[src/rtl/axi_wr_pkg.sv]
// Shared types for the DDR2 controller AXI write/read front ends.
package axi_wr_pkg;

    typedef enum logic [1:0] {
        FIXED = 2'b00,
        INCR  = 2'b01,
        WRAP  = 2'b10,
        RSVD  = 2'b11
    } burst_t;

    localparam logic [1:0] RESP_OKAY   = 2'b00;
    localparam logic [1:0] RESP_SLVERR = 2'b10;

    typedef enum logic [1:0] {
        IDLE = 2'b00,
        DATA = 2'b01,
        RESP = 2'b10
    } state_t;

endpackage

[src/rtl/axi_burst_addr_gen.sv]
// Combinational AXI next-beat address for FIXED/INCR/WRAP bursts.
module axi_burst_addr_gen
    import axi_wr_pkg::*;
#(
    parameter int ADDR_WIDTH = 32,
    parameter int ADDR_LEN   = 4
) (
    input  logic [ADDR_WIDTH-1:0] addr,
    input  logic [2:0]            size,
    input  logic [ADDR_LEN-1:0]   len,
    input  burst_t                burst,
    output logic [ADDR_WIDTH-1:0] next_addr
);

    logic [ADDR_WIDTH-1:0] step;
    logic [ADDR_WIDTH-1:0] wrap_mask;
    logic [ADDR_WIDTH-1:0] incr_addr;

    always_comb begin
        step      = ADDR_WIDTH'(1) << size;
        // wrap boundary is (len+1) beats of 2^size bytes
        wrap_mask = ((ADDR_WIDTH'(len) + ADDR_WIDTH'(1)) << size) - ADDR_WIDTH'(1);
        incr_addr = addr + step;
        next_addr = addr;
        case (burst)
            FIXED:   next_addr = addr;
            INCR:    next_addr = incr_addr;
            WRAP:    next_addr = (addr & ~wrap_mask) | (incr_addr & wrap_mask);
            default: next_addr = addr;
        endcase
    end

endmodule

[src/rtl/axi_wr_frontend.sv]
// AXI write front end: pairs one AW burst with its W beats, emits per-beat
// scheduler requests through a one-entry output register, then returns B.
//
// state | meaning
// IDLE  | awready high, waiting for a burst address
// DATA  | accepting W beats and issuing per-beat requests
// RESP  | holding the B response until bready
module axi_wr_frontend
    import axi_wr_pkg::*;
#(
    parameter int ADDR_WIDTH = 32,
    parameter int ID_WIDTH   = 4,
    parameter int DATA_WIDTH = 128,
    parameter int ADDR_LEN   = 4
) (
    input  logic                    clk,
    input  logic                    rst,
    input  logic                    awvalid,
    output logic                    awready,
    input  logic [ID_WIDTH-1:0]     awid,
    input  logic [ADDR_WIDTH-1:0]   awaddr,
    input  logic [ADDR_LEN-1:0]     awlen,
    input  logic [2:0]              awsize,
    input  logic [1:0]              awburst,
    input  logic                    wvalid,
    output logic                    wready,
    input  logic [ID_WIDTH-1:0]     wid,
    input  logic [DATA_WIDTH-1:0]   wdata,
    input  logic [DATA_WIDTH/8-1:0] wstrb,
    input  logic                    wlast,
    output logic                    bvalid,
    input  logic                    bready,
    output logic [ID_WIDTH-1:0]     bid,
    output logic [1:0]              bresp,
    output logic                    req_valid,
    input  logic                    req_ready,
    output logic [ID_WIDTH-1:0]     req_id,
    output logic [ADDR_WIDTH-1:0]   req_addr,
    output logic [DATA_WIDTH-1:0]   req_data,
    output logic [DATA_WIDTH/8-1:0] req_strb,
    output logic                    req_last
);

    localparam int         STRB_WIDTH = DATA_WIDTH / 8;
    localparam logic [2:0] MAX_SIZE   = 3'($clog2(STRB_WIDTH));

    state_t                state;
    state_t                state_next;
    logic [ID_WIDTH-1:0]   cap_id;
    logic [ADDR_WIDTH-1:0] cur_addr;
    logic [ADDR_WIDTH-1:0] next_addr;
    logic [ADDR_LEN-1:0]   cap_len;
    logic [2:0]            cap_size;
    burst_t                cap_burst;
    logic [ADDR_LEN-1:0]   beat_cnt;
    logic                  beats_done;
    logic                  err;
    logic                  err_cap;
    logic                  cap_err_in;
    logic                  last_beat;
    logic                  aw_hs;
    logic                  w_hs;
    logic                  req_hs;
    logic                  b_hs;

    assign aw_hs     = awvalid & awready;
    assign w_hs      = wvalid & wready;
    assign req_hs    = req_valid & req_ready;
    assign b_hs      = bvalid & bready;
    assign last_beat = (beat_cnt == cap_len);

    // WRAP needs a 2/4/8/16-beat burst: len nonzero and len+1 a power of two
    assign cap_err_in = (awburst == 2'b11)
                      || (awsize > MAX_SIZE)
                      || ((burst_t'(awburst) == WRAP)
                          && ((awlen == '0)
                              || ((awlen & (awlen + ADDR_LEN'(1))) != '0)));

    axi_burst_addr_gen #(
        .ADDR_WIDTH (ADDR_WIDTH),
        .ADDR_LEN   (ADDR_LEN)
    ) u_addr_gen (
        .addr      (cur_addr),
        .size      (cap_size),
        .len       (cap_len),
        .burst     (cap_burst),
        .next_addr (next_addr)
    );

    always_ff @(posedge clk) begin
        if (rst) begin
            state <= IDLE;
        end else begin
            state <= state_next;
        end
    end

    always_comb begin
        state_next = state;
        awready    = 1'b0;
        wready     = 1'b0;
        case (state)
            IDLE: begin
                awready = 1'b1;
                if (awvalid) state_next = DATA;
            end
            DATA: begin
                // error bursts drain W without touching the output register
                wready = !beats_done && (err_cap || !req_valid || req_ready);
                if (err_cap) begin
                    if (wvalid && wready && last_beat) state_next = RESP;
                end else if (req_hs && req_last) begin
                    state_next = RESP;
                end
            end
            RESP: begin
                if (b_hs) state_next = IDLE;
            end
            default: state_next = IDLE;
        endcase
    end

    always_ff @(posedge clk) begin
        if (rst) begin
            cap_id     <= '0;
            cur_addr   <= '0;
            cap_len    <= '0;
            cap_size   <= '0;
            cap_burst  <= FIXED;
            beat_cnt   <= '0;
            beats_done <= 1'b0;
            err        <= 1'b0;
            err_cap    <= 1'b0;
            req_valid  <= 1'b0;
            req_id     <= '0;
            req_addr   <= '0;
            req_data   <= '0;
            req_strb   <= '0;
            req_last   <= 1'b0;
            bvalid     <= 1'b0;
            bid        <= '0;
            bresp      <= RESP_OKAY;
        end else begin
            if (aw_hs) begin
                cap_id     <= awid;
                cur_addr   <= awaddr;
                cap_len    <= awlen;
                cap_size   <= awsize;
                cap_burst  <= burst_t'(awburst);
                beat_cnt   <= '0;
                beats_done <= 1'b0;
                err        <= cap_err_in;
                err_cap    <= cap_err_in;
            end

            if (w_hs) begin
                if ((wlast != last_beat) || (wid != cap_id)) err <= 1'b1;
                beat_cnt <= beat_cnt + ADDR_LEN'(1);
                cur_addr <= next_addr;
                if (last_beat) beats_done <= 1'b1;
            end

            if (w_hs && !err_cap) begin
                req_valid <= 1'b1;
                req_id    <= cap_id;
                req_addr  <= cur_addr;
                req_data  <= wdata;
                req_strb  <= wstrb;
                req_last  <= last_beat;
            end else if (req_ready) begin
                req_valid <= 1'b0;
            end

            if (state == DATA && state_next == RESP) begin
                bvalid <= 1'b1;
                bid    <= cap_id;
                bresp  <= err ? RESP_SLVERR : RESP_OKAY;
            end else if (b_hs) begin
                bvalid <= 1'b0;
            end
        end
    end

endmodule

[config.mk]
export PLATFORM = sky130hd
export DESIGN_NAME = axi_wr_frontend
export DESIGN_NICKNAME = d
export VERILOG_FILES = /design/src/rtl/axi_wr_pkg.sv /design/src/rtl/axi_burst_addr_gen.sv /design/src/rtl/axi_wr_frontend.sv
export SDC_FILE = /design/constraint.sdc
export NUM_CORES = 1
export LEC_CHECK = 0
export CAP_MARGIN = 20
export CORE_MARGIN = 10
export CORE_UTILIZATION = 48
export CTS_CLUSTER_SIZE = 20
export DETAILED_ROUTE_END_ITERATION = 6
export GPL_ROUTABILITY_DRIVEN = 1
export PLACE_DENSITY = 0.91
export SKIP_CTS_REPAIR_TIMING = 1
export SYNTH_ARGS = -nofsm -noshare
export SYNTH_HDL_FRONTEND = slang
export SYNTH_SLANG_ARGS = --single-unit
[constraint.sdc]
create_clock -name clk -period 6 [get_ports clk]
set_clock_uncertainty 0.1 [all_clocks]
set_input_delay 1.2 -clock clk [delete_from_list [all_inputs] [get_ports clk]]
set_output_delay 1.2 -clock clk [all_outputs]
set_load 0.01 [all_outputs]
Word level (Yosys, flattened, before mapping)
Cells that the tools add are included.

word-level totals
  register bits = 243
  input bits = 200
  logic and storage cells = 94

operators by class
  add/sub/neg operators = 5
  $lt $le $gt $ge = 1
  equal/unequal tests = 11
  shift-type cells = 2
  mux-type cells = 24
  bitwise operators = 9
  reduce and logical (&&, ||, !) cells = 23

operators by type and width
  kind                                                number
  bitwise AND 32 bit                                  2
  2-to-1 mux 32 bit                                   2
  case mux 32 bit (2 select lines)                    1
  adder 32 bit                                        1
  NOT 32 bit                                          1
  bitwise OR 32 bit                                   1
  << shifter 1 x 3 -> 32 bit, first input constant    1
  << shifter 32 x 3 -> 32 bit                         1
  subtractor 32 x 1 -> 32 bit, second input constant  1
  2-to-1 mux 1 bit                                    12
  2-to-1 mux 2 bit                                    6
  == test 2 bit, second input constant                5
  adder 4 x 1 -> 4 bit, second input constant         2
  2-to-1 mux 4 bit                                    2
  logical AND 1 bit                                   7
  logical OR 1 bit                                    6
  case mux 2 bit (3 select lines)                     1
  nonzero test 2 bit                                  3
  adder 4 x 1 -> 5 bit, second input constant         1
  bitwise AND 1 bit                                   4
  bitwise AND 4 bit                                   1
  == test 2 x 1 -> 1 bit, second input constant       2
  == test 4 bit                                       1
  logical NOT 4 bit                                   1
  8 further kinds                                     10

Depth between registers and ports, before layout
  depth in word-level cells = 12
  mapped depth = 15

Cells and area by module
Synthesis repeated with hierarchy kept, for this count alone.

second synthesis, totals
  cell total of the unflattened synthesis = 1492
  area total of the unflattened synthesis = 11274.6 sq um

by module, submodules not included
  module              instances  cells each  area an instance (sq um)  seq. area each (sq um)
  axi_wr_frontend     1          1121        8929.8                    4844.6
  axi_burst_addr_gen  1          371         2344.7                    0.0

Worst setup path before layout
No wires, ideal clock.

  path kind = register -> register
  from = register cap_size[0]
  to = register with a tool-made name
  setup time = 70 ps
  arrival time = 3093 ps
  slack = 2736 ps
  cell stages (with the launch flop) = 15
  clock period less this slack = 3264 ps
  cells stage by stage = dfxtp_1 buf_6 or2_1 buf_6 nor2_1 ha_1 inv_1 fa_1 nand2b_1 a21oi_1 o32a_1 or4b_2 o31ai_1 mux2i_1 a21oi_1

RTL lines
  element                 line                    source
  from (decl)             axi_wr_frontend.sv:53   logic [2:0] cap_size;
  from (signal assigned)  axi_wr_frontend.sv:148  cap_size <= awsize;

Final worst setup path
  from = input port req_ready
  to = output port wready

on the way
  longest elaborated chain between the ends = 3

ends and longest elaborated chain
  element            line                    source
  from (decl)        axi_wr_frontend.sv:36   input logic req_ready,
  logical OR 1 bit   axi_wr_frontend.sv:109  wready = !beats_done && (err_cap || !req_valid || req_ready);
  logical AND 1 bit  axi_wr_frontend.sv:109
  2-to-1 mux 1 bit   axi_wr_frontend.sv:102  case (state)
  to (decl)          axi_wr_frontend.sv:26   output logic wready,

Every way passes these cells.

==> summary.md <==
| Metric | Value |
|---|---|
| Syn avg cell area | `7.68 sq um` |
| Number of CTS-inserted buffers | `26` |
| Met1 usage | `0.302` |
| VDD IR max | `between 0.2 and 0.25 mV` |
| Worst path most repeated cell | `clkdlybuf4s50_1` |
| Crit Path Class | `primary input to primary output` |
| Unrepaired setup endpoints after global routing | `no` |
| Minimum clock period | `3.96 ns` |
| Die area | `28400 sq um` |
| Clk_lat worst skew | `0.54 ns` |
| Die span in y | `168 um` |
| CTS tree | `done` |
| Synth area leaders | `dfxtp_1, nand2_1, a21oi_1` |
| Synthesized area | `10600 sq um` |
| Initial DRT Pass Iterations | `5` |
| CP startpoint | `req_ready` |
| Overall Global Routing Usage | `0.258` |
| Post-synth ARST share | `0` |
| Worst hold path cell count | `2` |
| Drt wl/cell | `approximately 20 um` |
| Final Slew Violations | `0` |
| Final number of setup-violating endpoints | `0` |
| Fillcell total | `between 1500 and 2000` |
| Max-Cap Viols | `0` |
| Post-place instance area | `14500 sq um` |
| Layout cells sized above 1 | `0.0442` |
| Ys flop type | `dfxtp_1` |
| DRT Wirelength | `39400 um` |
| Fmax | `0.252 GHz` |
| Yosys warns | `0` |
| Yosys reg bits | `242` |
| Global routing usage on met3 | `0.0843` |
| Initial antenna violation count | `3` |
| Final setup TNS | `0 ns` |
| Root Buffer | `clkbuf_16` |
| Gr busiest metal | `met2` |
| Count leader, synth | `nand2_1` |
| R2r startpoint | `cap_size[1]` |
| H-tree depth | `1` |
| Chip Width | `~170 um` |
| Final hold violation count | `0` |
| Setup crit end kind | `primary output` |
| CP top delay family | `buffers and inverters` |
| Routing usage on met2 | `0.418` |
| Critical path depth | `5` |
| Dpl hpwl | `28200 um` |
| Hold Crit Start | `req_data[22]` |
| Mapped Nets | `1590` |
| Worst EP arrival | `2.66 ns` |
| Reg2Reg Setup Slack | `2.09 ns` |
| Via count | `11100` |
| Iteration-0 DRC Markers | `1041` |
| GRT overflow | `0` |
| Crit-path max cell delay | `between 0.6 and 0.7 ns` |
| Critical path cell sequence | `clkdlybuf4s50_1 -> nand2b_1 -> o21ai_0 -> nor2_1 -> clkdlybuf4s50_1` |
| Nets | `1912` |
| DR vias/cell | `~5.5` |
| EDFF count, synth | `0` |
| Post-Synthesis Cells | `1377` |
| CP Buf/Inv Count | `2` |
| Synth cell count leaders | `nand2_1, a21oi_1, dfxtp_1` |
| Routability cong. | `around 0.93` |
| Global-route wire length before repair | `approximately 60000 um` |
| Crit path launch type | `primary input` |
| Hold Crit Class | `flop to flop` |
| Clock buffer depth | `3` |
| Req. time, crit path | `approximately 4.7 ns` |
| Hold EP | `req_data[22]` |
| Buffers on Ports | `389` |
| Post-synthesis sequential area ratio | `0.458` |
| Core Region | `roughly 22000 sq um` |
| Final Cell Area | `15300 sq um` |
| CP max-delay cell | `clkdlybuf4s50_1` |
| Post-DRT Antenna Nets | `0` |
| P per Cell Area | `263 nW/um^2` |
| Vias in the first global route | `between 10000 and 15000` |
| Largest net degree at the start of global routing | `182` |
| Worst setup margin | `2.04 ns` |
| Num Clock Sinks | `~240` |
| Synth top area share | `0.458` |
| Hold_ws | `about 0.35 ns` |
| Yosys cell types | `79` |
| IO Pins | `between 300 and 400` |
| Clk slew on worst S/H paths | `around 0.06 ns` |
| Status | `finished, final reports clean` |
| Initial Utilization | `0.486` |
| DRC violations left | `0` |
| Pleak | `5.36 nW` |
| R2R depth | `12` |
| Final period util | `0.660` |
| Area leader, netlist | `dfxtp_1` |
| Relative max-transition margin | `0.417` |
| Worst slack, placed | `a little under 2 ns` |
| Area grow syn2layout | `45.1%` |
| Tightest Pin Transition | `0.874 ns` |
| Crit path max fanout | `3` |
| Rows | `54` |
-- per-layer routing --
layer / vias to the layer above / wire length (um)
li1: 5320 / -
met1: 5140 / 15200
met2: 540 / 18400
met3: 97 / 3930
met4: 2 / 1890
met5: - / 18
-- cell usage in the layout (no fill, tap or decap), types with 11 or more instances in the layout --
cell type and instances:
nand2b_1 11, clkbuf_16 26, inv_1 13, o21ai_0 20, nor3_1 11, xor2_1 15, nor2_1 55, xnor2_1 13
nand3_1 27, dfxtp_1 242, nand2_1 448, ha_1 12, a21oi_1 242, clkdlybuf4s50_1 388
-- worst register-to-register path, cell delays in order, from the launching register on --
cell	delay, ns
dfxtp_1	0.54
or2_1	0.42
nor2_1	0.13
ha_1	0.18
inv_1	0.06
fa_1	0.40
nand2b_1	0.20
a21oi_1	0.27
o32a_1	0.42
or4b_2	0.66
o31ai_1	0.22
mux2i_1	0.10
a21oi_1	0.14
-- kinds of logic (layout without fill, tap and decap cells) --
family | count (synthesis) | after routing | synth area share
mux | 11 | 11 | 0.0105
flops | 242 | 242 | 0.458
other cells | 1 | 4 | 0.000355
compound gates | 363 | 363 | 0.209
fa+ha+maj | 13 | 13 | 0.0161
xor+xnor | 28 | 28 | 0.0232
buf+inv | 116 | 457 | 0.0453
simple gates | 603 | 603 | 0.238
-- through the flow --
stage / power, mW / util / instances
2_1_floorplan: 2.13 / - / 1377
3_3_place_gp: 2.43 / 0.665 / 1951
3_5_place_dp: 2.45 / 0.665 / 1951
4_1_cts: 4.05 / 0.705 / 1998
5_1_grt: 4.18 / 0.705 / 2000
6_report: 4.03 / 0.705 / 2001
-- area by class of cell --
type                       instances  area, sq um  share of cell area
multi-input combinational       1019         5270               0.343
timing repair buffer             397         3970               0.259
clock buffer                      34          721              0.0470
inverter                          13         48.8             0.00318
antenna                            3         7.51            0.000489
clock inverter                    13          135             0.00881
tap                              280          350              0.0228
sequential                       242         4840               0.316
-- where the power goes --
| part | internal [mW] | leakage, nW | switching, mW |
|---|---|---|---|
| Clock | 0.935 | 0.421 | 0.674 |
| Combinational | 0.325 | 2.97 | 0.335 |
| Sequential | 1.69 | 1.97 | 0.0783 |
-- worst max path at each step --
| stage | end | slack [ns] |
|---|---|---|
| 3_5_place_dp | req_data[58] | 1.95 |
| 3_3_place_gp | req_strb[7] | 2.03 |
| 4_1_cts | wready | 2.03 |
| 6_report | wready | 2.04 |
| 2_1_floorplan | flop | 2.74 |
| 5_1_grt | flop | 1.87 |
No activity file was read; power rests on OpenSTA's default activity.
